<file path="config.mk">
export PLATFORM = sky130hd
export DESIGN_NAME = rcc_clk_monitor
export DESIGN_NICKNAME = d
export VERILOG_FILES = /design/src/rtl/rcc_pkg.sv /design/src/rtl/rcc_sync.sv /design/src/rtl/rcc_clk_monitor.sv
export SDC_FILE = /design/constraint.sdc
export NUM_CORES = 1
export LEC_CHECK = 0
export BUFFER_PORTS_ARGS = -buffer_cell sky130_fd_sc_hd__buf_2
export CELL_PAD_IN_SITES_DETAIL_PLACEMENT = 0
export CELL_PAD_IN_SITES_GLOBAL_PLACEMENT = 2
export CORE_MARGIN = 1
export CORE_UTILIZATION = 34
export CTS_CLUSTER_SIZE = 24
export DETAILED_ROUTE_END_ITERATION = 10
export PLACE_DENSITY = 0.78
export SLEW_MARGIN = 20
export SYNTH_ARGS = -nofsm -noshare
export SYNTH_HDL_FRONTEND = slang
export SYNTH_SLANG_ARGS = --single-unit
</file>
<file path="constraint.sdc">
create_clock -name clk_i -period 2.05 [get_ports clk_i]
set_input_delay 0.205 -clock clk_i [delete_from_list [all_inputs] [get_ports clk_i]]
set_output_delay 0.205 -clock clk_i [all_outputs]
set_load 0.02 [all_outputs]
</file>
<file path="src/rtl/rcc_pkg.sv">
// Shared RCC definitions: clock-monitor FSM states and parameter legality checks.
package rcc_pkg;

   localparam logic [1:0] ST_IDLE    = 2'd0;
   localparam logic [1:0] ST_ARM     = 2'd1;
   localparam logic [1:0] ST_MEASURE = 2'd2;

   typedef enum logic [1:0] {
      IDLE    = ST_IDLE,
      ARM     = ST_ARM,
      MEASURE = ST_MEASURE
   } rcc_mon_state_t;

   function automatic bit rcc_sync_delay_ok(input int sync_delay);
      return sync_delay >= 2;
   endfunction

   function automatic bit rcc_mon_params_ok(input int sync_delay, input int window,
                                            input int min_edges, input int max_edges,
                                            input int loss_windows);
      return rcc_sync_delay_ok(sync_delay) && (window >= 4) && (max_edges <= window / 2)
             && (min_edges <= max_edges) && (loss_windows >= 1);
   endfunction

endpackage

</file>
<file path="src/rtl/rcc_sync.sv">
// Multi-flop synchronizer with synchronous active-high reset, shared across RCC logic.
module rcc_sync
   import rcc_pkg::*;
#(
   parameter int SYNC_DELAY = 2
) (
   input  logic clk_i,
   input  logic rst_i,
   input  logic d_i,
   output logic q_o
);

   logic [SYNC_DELAY-1:0] r_sync;

   if (!rcc_sync_delay_ok(SYNC_DELAY)) begin : g_bad_delay
      $error("rcc_sync: SYNC_DELAY must be at least 2");
   end

   always_ff @(posedge clk_i) begin
      if (rst_i) begin
         r_sync <= '0;
      end else begin
         r_sync <= {r_sync[SYNC_DELAY-2:0], d_i};
      end
   end

   assign q_o = r_sync[SYNC_DELAY-1];

endmodule

</file>
<file path="src/rtl/rcc_clk_monitor.sv">
// Frequency monitor for RCC-generated clocks: counts mon_clk_i rising edges per window.
// Optional irq_o output is enabled by defining RCC_CLK_MON_IRQ_EN.
module rcc_clk_monitor
   import rcc_pkg::*;
#(
   parameter int SYNC_DELAY   = 2,
   parameter int WINDOW       = 64,
   parameter int MIN_EDGES    = 6,
   parameter int MAX_EDGES    = 10,
   parameter int LOSS_WINDOWS = 2,
   parameter int CW           = $clog2(WINDOW + 1)
) (
   input  logic          clk_i,
   input  logic          hw_rst_i,
   input  logic          en_i,
   input  logic          mon_clk_i,
   input  logic          fail_clr_i,
   output logic [CW-1:0] edge_cnt_o,
   output logic          cnt_valid_o,
   output logic          clk_ok_o,
   output logic          clk_fail_o
`ifdef RCC_CLK_MON_IRQ_EN
   ,
   output logic          irq_o
`endif
);

   localparam int WW = $clog2(WINDOW);
   localparam int AW = $clog2(SYNC_DELAY + 1);
   localparam int BW = $clog2(LOSS_WINDOWS + 1);

   if (!rcc_mon_params_ok(SYNC_DELAY, WINDOW, MIN_EDGES, MAX_EDGES, LOSS_WINDOWS)) begin : g_bad_params
      $error("rcc_clk_monitor: illegal parameter set");
   end

   rcc_mon_state_t r_state;
   logic [AW-1:0]  r_arm_cnt;
   logic [WW-1:0]  r_win_cnt;
   logic [CW-1:0]  r_edge_cnt;
   logic [CW-1:0]  r_edge_out;
   logic [BW-1:0]  r_bad_run;
   logic           r_prev;
   logic           r_valid;
   logic           r_ok;
   logic           r_fail;
   logic           r_irq;

   logic           w_sync;
   logic           w_sync_rst;
   logic           w_rise;
   logic           w_win_end;
   logic           w_in_band;
   logic           w_fail_set;
   logic [CW-1:0]  w_cnt_final;
   logic [BW-1:0]  w_bad_next;

   // Synchronizer is held clear while idle so ARM flushes it with fresh samples.
   assign w_sync_rst = hw_rst_i | (r_state == IDLE);

   rcc_sync #(
      .SYNC_DELAY(SYNC_DELAY)
   ) u_sync (
      .clk_i(clk_i),
      .rst_i(w_sync_rst),
      .d_i  (mon_clk_i),
      .q_o  (w_sync)
   );

   always_ff @(posedge clk_i) begin
      if (w_sync_rst) begin
         r_prev <= 1'b0;
      end else begin
         r_prev <= w_sync;
      end
   end

   assign w_rise      = w_sync & ~r_prev;
   assign w_cnt_final = (w_rise && (r_edge_cnt != {CW{1'b1}})) ? r_edge_cnt + CW'(1) : r_edge_cnt;
   assign w_in_band   = (w_cnt_final >= CW'(MIN_EDGES)) && (w_cnt_final <= CW'(MAX_EDGES));
   assign w_win_end   = en_i && (r_state == MEASURE) && (r_win_cnt == WW'(WINDOW - 1));
   assign w_bad_next  = (r_bad_run == BW'(LOSS_WINDOWS)) ? r_bad_run : r_bad_run + BW'(1);
   assign w_fail_set  = w_win_end && !w_in_band && (w_bad_next == BW'(LOSS_WINDOWS));

   always_ff @(posedge clk_i) begin
      if (hw_rst_i) begin
         r_state    <= IDLE;
         r_arm_cnt  <= '0;
         r_win_cnt  <= '0;
         r_edge_cnt <= '0;
         r_edge_out <= '0;
         r_bad_run  <= '0;
         r_valid    <= 1'b0;
         r_ok       <= 1'b0;
      end else if (!en_i) begin
         r_state    <= IDLE;
         r_arm_cnt  <= '0;
         r_win_cnt  <= '0;
         r_edge_cnt <= '0;
         r_bad_run  <= '0;
         r_valid    <= 1'b0;
         r_ok       <= 1'b0;
      end else begin
         r_valid <= 1'b0;
         unique case (r_state)
            IDLE: begin
               r_state   <= ARM;
               r_arm_cnt <= '0;
            end
            ARM: begin
               if (r_arm_cnt == AW'(SYNC_DELAY)) begin
                  r_state    <= MEASURE;
                  r_win_cnt  <= '0;
                  r_edge_cnt <= '0;
               end else begin
                  r_arm_cnt <= r_arm_cnt + AW'(1);
               end
            end
            MEASURE: begin
               if (w_win_end) begin
                  // Windows run back to back: the next one starts on the following cycle.
                  r_win_cnt  <= '0;
                  r_edge_cnt <= '0;
                  r_edge_out <= w_cnt_final;
                  r_valid    <= 1'b1;
                  if (w_in_band) begin
                     r_ok      <= 1'b1;
                     r_bad_run <= '0;
                  end else begin
                     r_bad_run <= w_bad_next;
                     if (w_bad_next == BW'(LOSS_WINDOWS)) begin
                        r_ok <= 1'b0;
                     end
                  end
               end else begin
                  r_win_cnt  <= r_win_cnt + WW'(1);
                  r_edge_cnt <= w_cnt_final;
               end
            end
            default: r_state <= IDLE;
         endcase
      end
   end

   // Failure flag survives enable drops; a set in the same cycle as a clear wins.
   always_ff @(posedge clk_i) begin
      if (hw_rst_i) begin
         r_fail <= 1'b0;
         r_irq  <= 1'b0;
      end else begin
         r_irq <= w_fail_set & ~r_fail;
         if (w_fail_set) begin
            r_fail <= 1'b1;
         end else if (fail_clr_i) begin
            r_fail <= 1'b0;
         end
      end
   end

   assign edge_cnt_o  = r_edge_out;
   assign cnt_valid_o = r_valid;
   assign clk_ok_o    = r_ok;
   assign clk_fail_o  = r_fail;

`ifdef RCC_CLK_MON_IRQ_EN
   assign irq_o = r_irq;
`else
   logic w_irq_unused;
   assign w_irq_unused = r_irq;
`endif

endmodule

</file>
==> results of run 1 <==
cell type report:
class,instances,area (µm²)
Tap cell,52,65.1
Fill cell,477,2570
Inverter,5,18.8
Clock buffer,6,72.6
Sequential cell,32,641
Timing Repair Buffer,22,130
Clock inverter,1,5.00
Multi-Input combinational cell,144,877
registers in the layout, summed over array words and instances (netlist names):
name / count
edge_cnt_o: 7
r_edge_cnt: 7
r_win_cnt: 6
r_arm_cnt: 2
r_bad_run: 2
r_state: 2
u_sync.r_sync: 2
clk_fail_o: 1
clk_ok_o: 1
cnt_valid_o: 1
r_prev: 1
cells by family (layout without fill, tap and decap cells):
kind of cell	count (synthesis)	count (layout)	share of synthesized area, %
buffers and inverters	13	34	3.60
AO/OA/AOI/OAI	40	40	18.0
flip-flops	32	32	40.9
XOR/XNOR	7	7	4.40
adder cells (fa/ha/maj)	4	4	3.20
AND/OR/NAND/NOR	93	93	29.9
synth_stat cells, types with 2 or more instances:
cell type and count:
dfxtp_1 32, buf_2 3, and3_1 3, o211ai_1 2, xor2_1 4, nand2b_1 8
a21oi_1 12, ha_1 4, a22oi_1 4, a211oi_1 7, nor2_1 36, nand2_1 12
and2_1 4, nor3_1 8, nor4b_1 2, inv_1 5, nor2b_1 4, o21ai_0 3
clkbuf_1 3, nor4_2 2, or3_1 2, a21o_1 3, xnor2_1 2, nand3_1 8
final timing paths:
check	from	end	slack (ns)	cells past startpoint
worst max-delay path	r_edge_cnt[1]$_SDFFE_PP0P_	clk_ok_o$_SDFFE_PP0P_	0.16	7
worst min-delay path	mon_clk_i	u_sync.r_sync[0]$_SDFF_PP0_	0.12	2
worst max register to register	r_edge_cnt[1]$_SDFFE_PP0P_	clk_ok_o$_SDFFE_PP0P_	0.16	7
worst min register to register	u_sync.r_sync[0]$_SDFF_PP0_	u_sync.r_sync[1]$_SDFF_PP0_	0.43	1
worst register-to-register path: stages, from the launching register on:
cell	delay [ns]
dfxtp_1	0.33
ha_1	0.26
nand2_2	0.14
o211ai_2	0.23
xor2_2	0.28
and3_1	0.24
nor2_1	0.08
a32o_1	0.22
stage by stage:
stage	std cells	util, %	cell area, µm²	power, mW	hold WS [ns]
4_1_cts	262	41.1	1800	1.12	0.114
6_report	262	41.3	1810	1.10	0.124
2_1_floorplan	189	-	1570	0.655	0.327
3_3_place_gp	255	39.3	1720	0.664	0.407
3_5_place_dp	255	39.3	1720	0.665	0.409
5_1_grt	262	41.3	1810	1.15	0.135
repair_timing:
action / in CTS / in global routing
gates resized for setup: 0 / 1
setup endpoints to repair: 0 / 2
hold buffers: 0 / 0
routing by layer:
layer  part of all wire, %  vias up
met1                    48      620
met3                   3.3        4
met5                     0        -
met2                    47       18
met4                   1.3        0
li1                      -      708
power groups by stage:
stage / clock (mW) / sequential, mW / combinational (mW)
floorplan: 0 / 0.640 / 0.0153
global placement: 0 / 0.640 / 0.0243
detailed placement: 0 / 0.640 / 0.0246
CTS: 0.465 / 0.626 / 0.0246
global route: 0.493 / 0.626 / 0.0277
finish: 0.445 / 0.627 / 0.0243
layout by cell type (no fill, tap or decap), types with 5 or more instances in the layout:
cell	count
nand3_1	8
inv_1	5
buf_4	8
a21oi_1	12
dfxtp_1	32
buf_2	14
clkbuf_8	5
nand2_1	12
nand2b_1	8
nor3_1	8
nor2_1	36
a211oi_1	7
==> out/results.tsv, run 1 <==
stage	metric	value	unit
final_layout	diodes	0	
floorplanning	die_y	69.9	µm
job	maxCapViolCount	0	
setup_path	cp.arrival	2.07	ns
grt	grt_pass1_wl	6020	µm
sta	maxSlewViolCount	0	
synthesis	ys_async_sr_fraction	0	%
drt	drc_errors	0	
synthesis	synth-seq-area-share	40.9	%
setup_path	path_cells	ha_1, nand2_2, o211ai_2, xor2_2, and3_1, nor2_1, a32o_1	
sta	worstMarginPinSlew	0.505	ns
min_path	worstHoldPathType	in2reg	
power_and_ir_drop	vdd_drop_max	0.000295	V
grt	grt_util_all_layers	15.5	%
power_and_ir_drop	netSwitchingFraction	21.3	%
sta	worst_slack	0.157	ns
placement	numPortBuffers	14	
synthesis	synth_area	1570	µm²
setup_path	cp_top_family	simple AND/OR/NAND/NOR gates	
final_layout	final_nets	219	
setup_path	cp_num_buf_inv	0	
floorplanning	rows	24	
setup_path	end_kind	flop	
synthesis	synth_top_area_cell	dfxtp_1	
power_and_ir_drop	clock_power_share	40.6	%
synthesis	synth_area_per_cell	8.28	µm²
clock_tree	clk_path_buf_depth	2	
setup_path	slowest_delay	0.33	ns
clock_tree	root_buffer	clkbuf_8	
grt	grt_antenna_before_repair	0	
setup_path	cpMaxStageDelayCell	dfxtp_1	
power_and_ir_drop	power_density	606	nW/µm²
clock_tree	path_clk_slew	0.07	ns
setup_path	crit_fanout	6	
clock_tree	clock_sinks	32	
clock_tree	cts_tree	yes	
power_and_ir_drop	leakage	0.665	nW
floorplanning	die-area	4880	µm²
synthesis	synth_edf_count	0	
grt	grt_overflow	0	
drt	vias_per_cell	5.15	
clock_tree	insertion_delay	0.28	ns
power_and_ir_drop	p_switching	0.233	mW
placement	finalWeightedCongestion	0.832	
grt	grt_use_met2	25.7	%
drt	wl_per_cell	13.0	µm
synthesis	syn_inst	189	
grt	grt_pass1_vias	1361	
sta	hold_violations	0	
grt	met3_usage	4.62	%
drt	routed_wl	3400	µm
sta	fin_skew	0.00969	ns
power_and_ir_drop	seqPwrFrac	57.2	%
floorplanning	fp.dieW	69.9	µm
synthesis	synth.area.top_cells	dfxtp_1, nor2_1, a21oi_1, a211oi_1, ha_1	
synthesis	synth_cell_types	40	
sta	rsz0062_at_grt	false	
sta	slew-limit-headroom	66.0	%
power_and_ir_drop	power_frac_comb	2.2	%
grt	grt_use_met1	18.9	%
floorplanning	core	4380	µm²
setup_path	cp-start-kind	flop	
drt	ant_nets	0	
synthesis	yosys_warnings	0	
sta	finalCriticalPeriod	1.89	ns
synthesis	synth_top_area_share	40.9	%
drt	drt_iter0_markers	59	
floorplanning	initial_utilization	35.7	%
setup_path	critPathKind	reg2reg	
synthesis	syn_nets	198	
setup_path	required	2.23	ns
final_layout	area_delta_synth_final	15.6	%
power_and_ir_drop	p_int	0.863	mW
clock_tree	cts_made_buffers	5	
placement	place_ws	0.116	ns
drt	vias	1350	
placement	dpl.hpwl	2570	µm
final_layout	layout-drive-gt1-share	17.6	%
clock_tree	post-cts-setup-buffer-count	0	
floorplanning	io_pins	15	
sta	fin_crit_sh	92.3	%
sta	fmax	528	MHz
clock_tree	htreeDepth	2	
synthesis	ys_ff_latch	32	
sta	fin_tns_setup	0	ns
outcome	outcome	finished, final reports clean	
synthesis	synth_ff_type	dfxtp_1	
grt	grt.busiest_layer	met2	
sta	setup_viol	0	
grt	grt_max_degree	13	
drt	dr.pass1.iters	4	
Note: power is estimated with default switching activity, not from simulation.
==> run 2: changes to the inputs <==
--- a/config.mk
+++ b/config.mk
@@ -12,7 +12,7 @@
 export CORE_UTILIZATION = 34
 export CTS_CLUSTER_SIZE = 24
 export DETAILED_ROUTE_END_ITERATION = 10
-export PLACE_DENSITY = 0.78
+export PLACE_DENSITY = 0.82
 export SLEW_MARGIN = 20
 export SYNTH_ARGS = -nofsm -noshare
 export SYNTH_HDL_FRONTEND = slang
==> out/results.tsv, run 2 (same netlist as run 1, synthesis figures left out) <==
stage	metric	value	unit	change
placement	dp_cells	256		was 255
sta	whs	0.131	ns	was 0.124 ns
final_layout	final_nets	220		was 219
drt	ant_nets	0		unchanged
grt	grt_antenna_before_repair	0		unchanged
drt	dr.pass1.iters	4		unchanged
grt	grt_overflow	0		unchanged
sta	fin_crit_sh	94.2	%	was 92.3%
setup_path	cp.arrival	2.11	ns	was 2.07 ns
power_and_ir_drop	seqPwrFrac	54.4	%	was 57.2%
floorplanning	fp.dieW	69.9	µm	unchanged
drt	vias_per_cell	5.17		was 5.15
sta	fin_skew	0.00389	ns	was 0.00969 ns
drt	vias	1365		was 1350
placement	finalWeightedCongestion	0.876		was 0.832
power_and_ir_drop	vdd_drop_max	0.000388	V	was 0.000295 V
clock_tree	clk_path_buf_depth	2		unchanged
final_layout	n_fill_cell	454		was 477
sta	hold_violations	0		unchanged
floorplanning	core	4380	µm²	unchanged
sta	worstMarginPinSlew	0.492	ns	was 0.505 ns
drt	drt_iter0_markers	46		was 59
clock_tree	insertion_delay	0.28	ns	about the same
floorplanning	io_pins	15		unchanged
floorplanning	die_y	69.9	µm	unchanged
drt	routed_wl	3570	µm	was 3400 µm
drt	drc_errors	0		unchanged
floorplanning	rows	24		unchanged
min_path	hold_depth	2		unchanged
grt	grt_max_degree	20		was 13
clock_tree	clock_sinks	32		unchanged
power_and_ir_drop	leakage	0.671	nW	was 0.665 nW
outcome	outcome	finished, final reports clean		unchanged
setup_path	reg2reg_to	clk_ok_o$_SDFFE_PP0P_		unchanged
power_and_ir_drop	power_density	629	nW/µm²	was 606 nW/µm²
sta	fmax	518	MHz	was 528 MHz
final_layout	final_common_cell	nor2_1		unchanged
setup_path	critPathLaunch	r_edge_cnt[0]$_SDFFE_PP0P_		was r_edge_cnt[1]$_SDFFE_PP0P_
min_path	min_to	u_sync.r_sync[0]$_SDFF_PP0_		unchanged
sta	finalCriticalPeriod	1.93	ns	was 1.89 ns
grt	grt_util_all_layers	15.9	%	was 15.5%
power_and_ir_drop	p_int	0.907	mW	was 0.863 mW
setup_path	regToRegStartpoint	r_edge_cnt[0]$_SDFFE_PP0P_		was r_edge_cnt[1]$_SDFFE_PP0P_
clock_tree	cts_tree	yes		unchanged
setup_path	reg2regPathDepth	7		unchanged
min_path	min-delay-start	mon_clk_i		unchanged
grt	grt_pass1_vias	1378		was 1361
setup_path	cp-start-kind	flop		unchanged
setup_path	required	2.23	ns	about the same
clock_tree	root_buffer	clkbuf_8		unchanged
final_layout	fin_cells	264		was 262
power_and_ir_drop	clock_power_share	43.4	%	was 40.6%
power_and_ir_drop	netSwitchingFraction	21.3	%	about the same
clock_tree	htreeDepth	2		unchanged
clock_tree	post-cts-setup-buffer-count	0		unchanged
job	maxCapViolCount	0		unchanged
floorplanning	initial_utilization	35.7	%	unchanged
final_layout	final_cell_mix	nor2_1, dfxtp_1, buf_2, nand2_1, a21oi_1		unchanged
clock_tree	cts_made_buffers	5		unchanged
drt	wl_per_cell	13.5	µm	was 13.0 µm
sta	slew-limit-headroom	66.9	%	was 66.0%
placement	dpl.hpwl	2680	µm	was 2570 µm
final_layout	layout-drive-gt1-share	18.4	%	was 17.6%
placement	numPortBuffers	14		unchanged
sta	rsz0062_at_grt	false		unchanged
sta	setup_viol	0		unchanged
power_and_ir_drop	p_switching	0.245	mW	was 0.233 mW
grt	grt_pass1_wl	6220	µm	was 6020 µm
min_path	worstHoldPathType	in2reg		unchanged
sta	fin_tns_setup	0	ns	unchanged
sta	maxSlewViolCount	0		unchanged
setup_path	r2r_setup_slack	0.12	ns	was 0.16 ns
setup_path	end_kind	flop		unchanged
final_layout	area_delta_synth_final	17.0	%	was 15.6%
power_and_ir_drop	power_frac_comb	2.2	%	about the same
setup_path	critPathKind	reg2reg		unchanged
final_layout	diodes	0		unchanged
floorplanning	die-area	4880	µm²	unchanged
clock_tree	path_clk_slew	0.07	ns	about the same
setup_path	crit_fanout	6		unchanged
[run 2: layout make-up]
type                    instances  area, µm²  share of cell area (%)
inverters                       5       18.8                    1.02
repair buffers                 23        138                    7.51
clock buffers                   8       90.1                    4.92
flip-flops and latches         32        641                    35.0
well taps                      52       65.1                    3.55
multi-input cells             144        880                    48.0
[run 2: worst max-delay path by stage]
stage / to / cells after the start
4_1_cts: clk_ok_o$_SDFFE_PP0P_ / 7
3_3_place_gp: clk_ok_o$_SDFFE_PP0P_ / 7
2_1_floorplan: r_bad_run[0]$_SDFFE_PP0P_ / 7
5_1_grt: clk_ok_o$_SDFFE_PP0P_ / 7
3_5_place_dp: clk_ok_o$_SDFFE_PP0P_ / 7
6_report: clk_ok_o$_SDFFE_PP0P_ / 7
[run 2: repair_timing]
item / in CTS / in global routing
gates resized for setup: 0 / 2
endpoints found under the hold margin: 0 / 0
hold buffers: 0 / 0
endpoints found under the setup margin: 0 / 4
[run 2: stage by stage]
| stage | utilization, % | instance area (µm²) | setup WS [ns] | total power, mW |
|---|---|---|---|---|
| final | 41.8 | 1830 | 0.120 | 1.15 |
| after global routing | 41.8 | 1830 | 0.00605 | 1.19 |
| after CTS | 41.5 | 1820 | 0.0288 | 1.17 |
| after detailed placement | 39.5 | 1730 | 0.0285 | 0.666 |
| after global placement | 39.5 | 1730 | 0.131 | 0.664 |
| after floorplan | - | 1570 | 0.206 | 0.655 |
[run 2: worst max-delay path, cell delays in order, from the launching register on]
cell and delay (ns):
dfxtp_1 0.34, ha_2 0.25, nand2_2 0.12, o211ai_2 0.24, xor2_2 0.29, and3_1 0.27
nor2_1 0.10, a32o_1 0.22
[run 2: power by group through the flow]
| stage | clock network, mW | registers (mW) | logic, mW |
|---|---|---|---|
| 2_1_floorplan | 0 | 0.640 | 0.0153 |
| 3_3_place_gp | 0 | 0.640 | 0.0245 |
| 3_5_place_dp | 0 | 0.640 | 0.0256 |
| 4_1_cts | 0.514 | 0.626 | 0.0256 |
| 5_1_grt | 0.538 | 0.626 | 0.0277 |
| 6_report | 0.500 | 0.626 | 0.0251 |
[run 2: per-layer routing]
layer | share of wire, % | up-vias | track usage (%)
li1 | - | 702 | -
met1 | 48 | 636 | 19.9
met2 | 46 | 20 | 26.1
met3 | 3.6 | 7 | 3.75
met4 | 1.9 | 0 | 7.11
met5 | 0 | - | 0
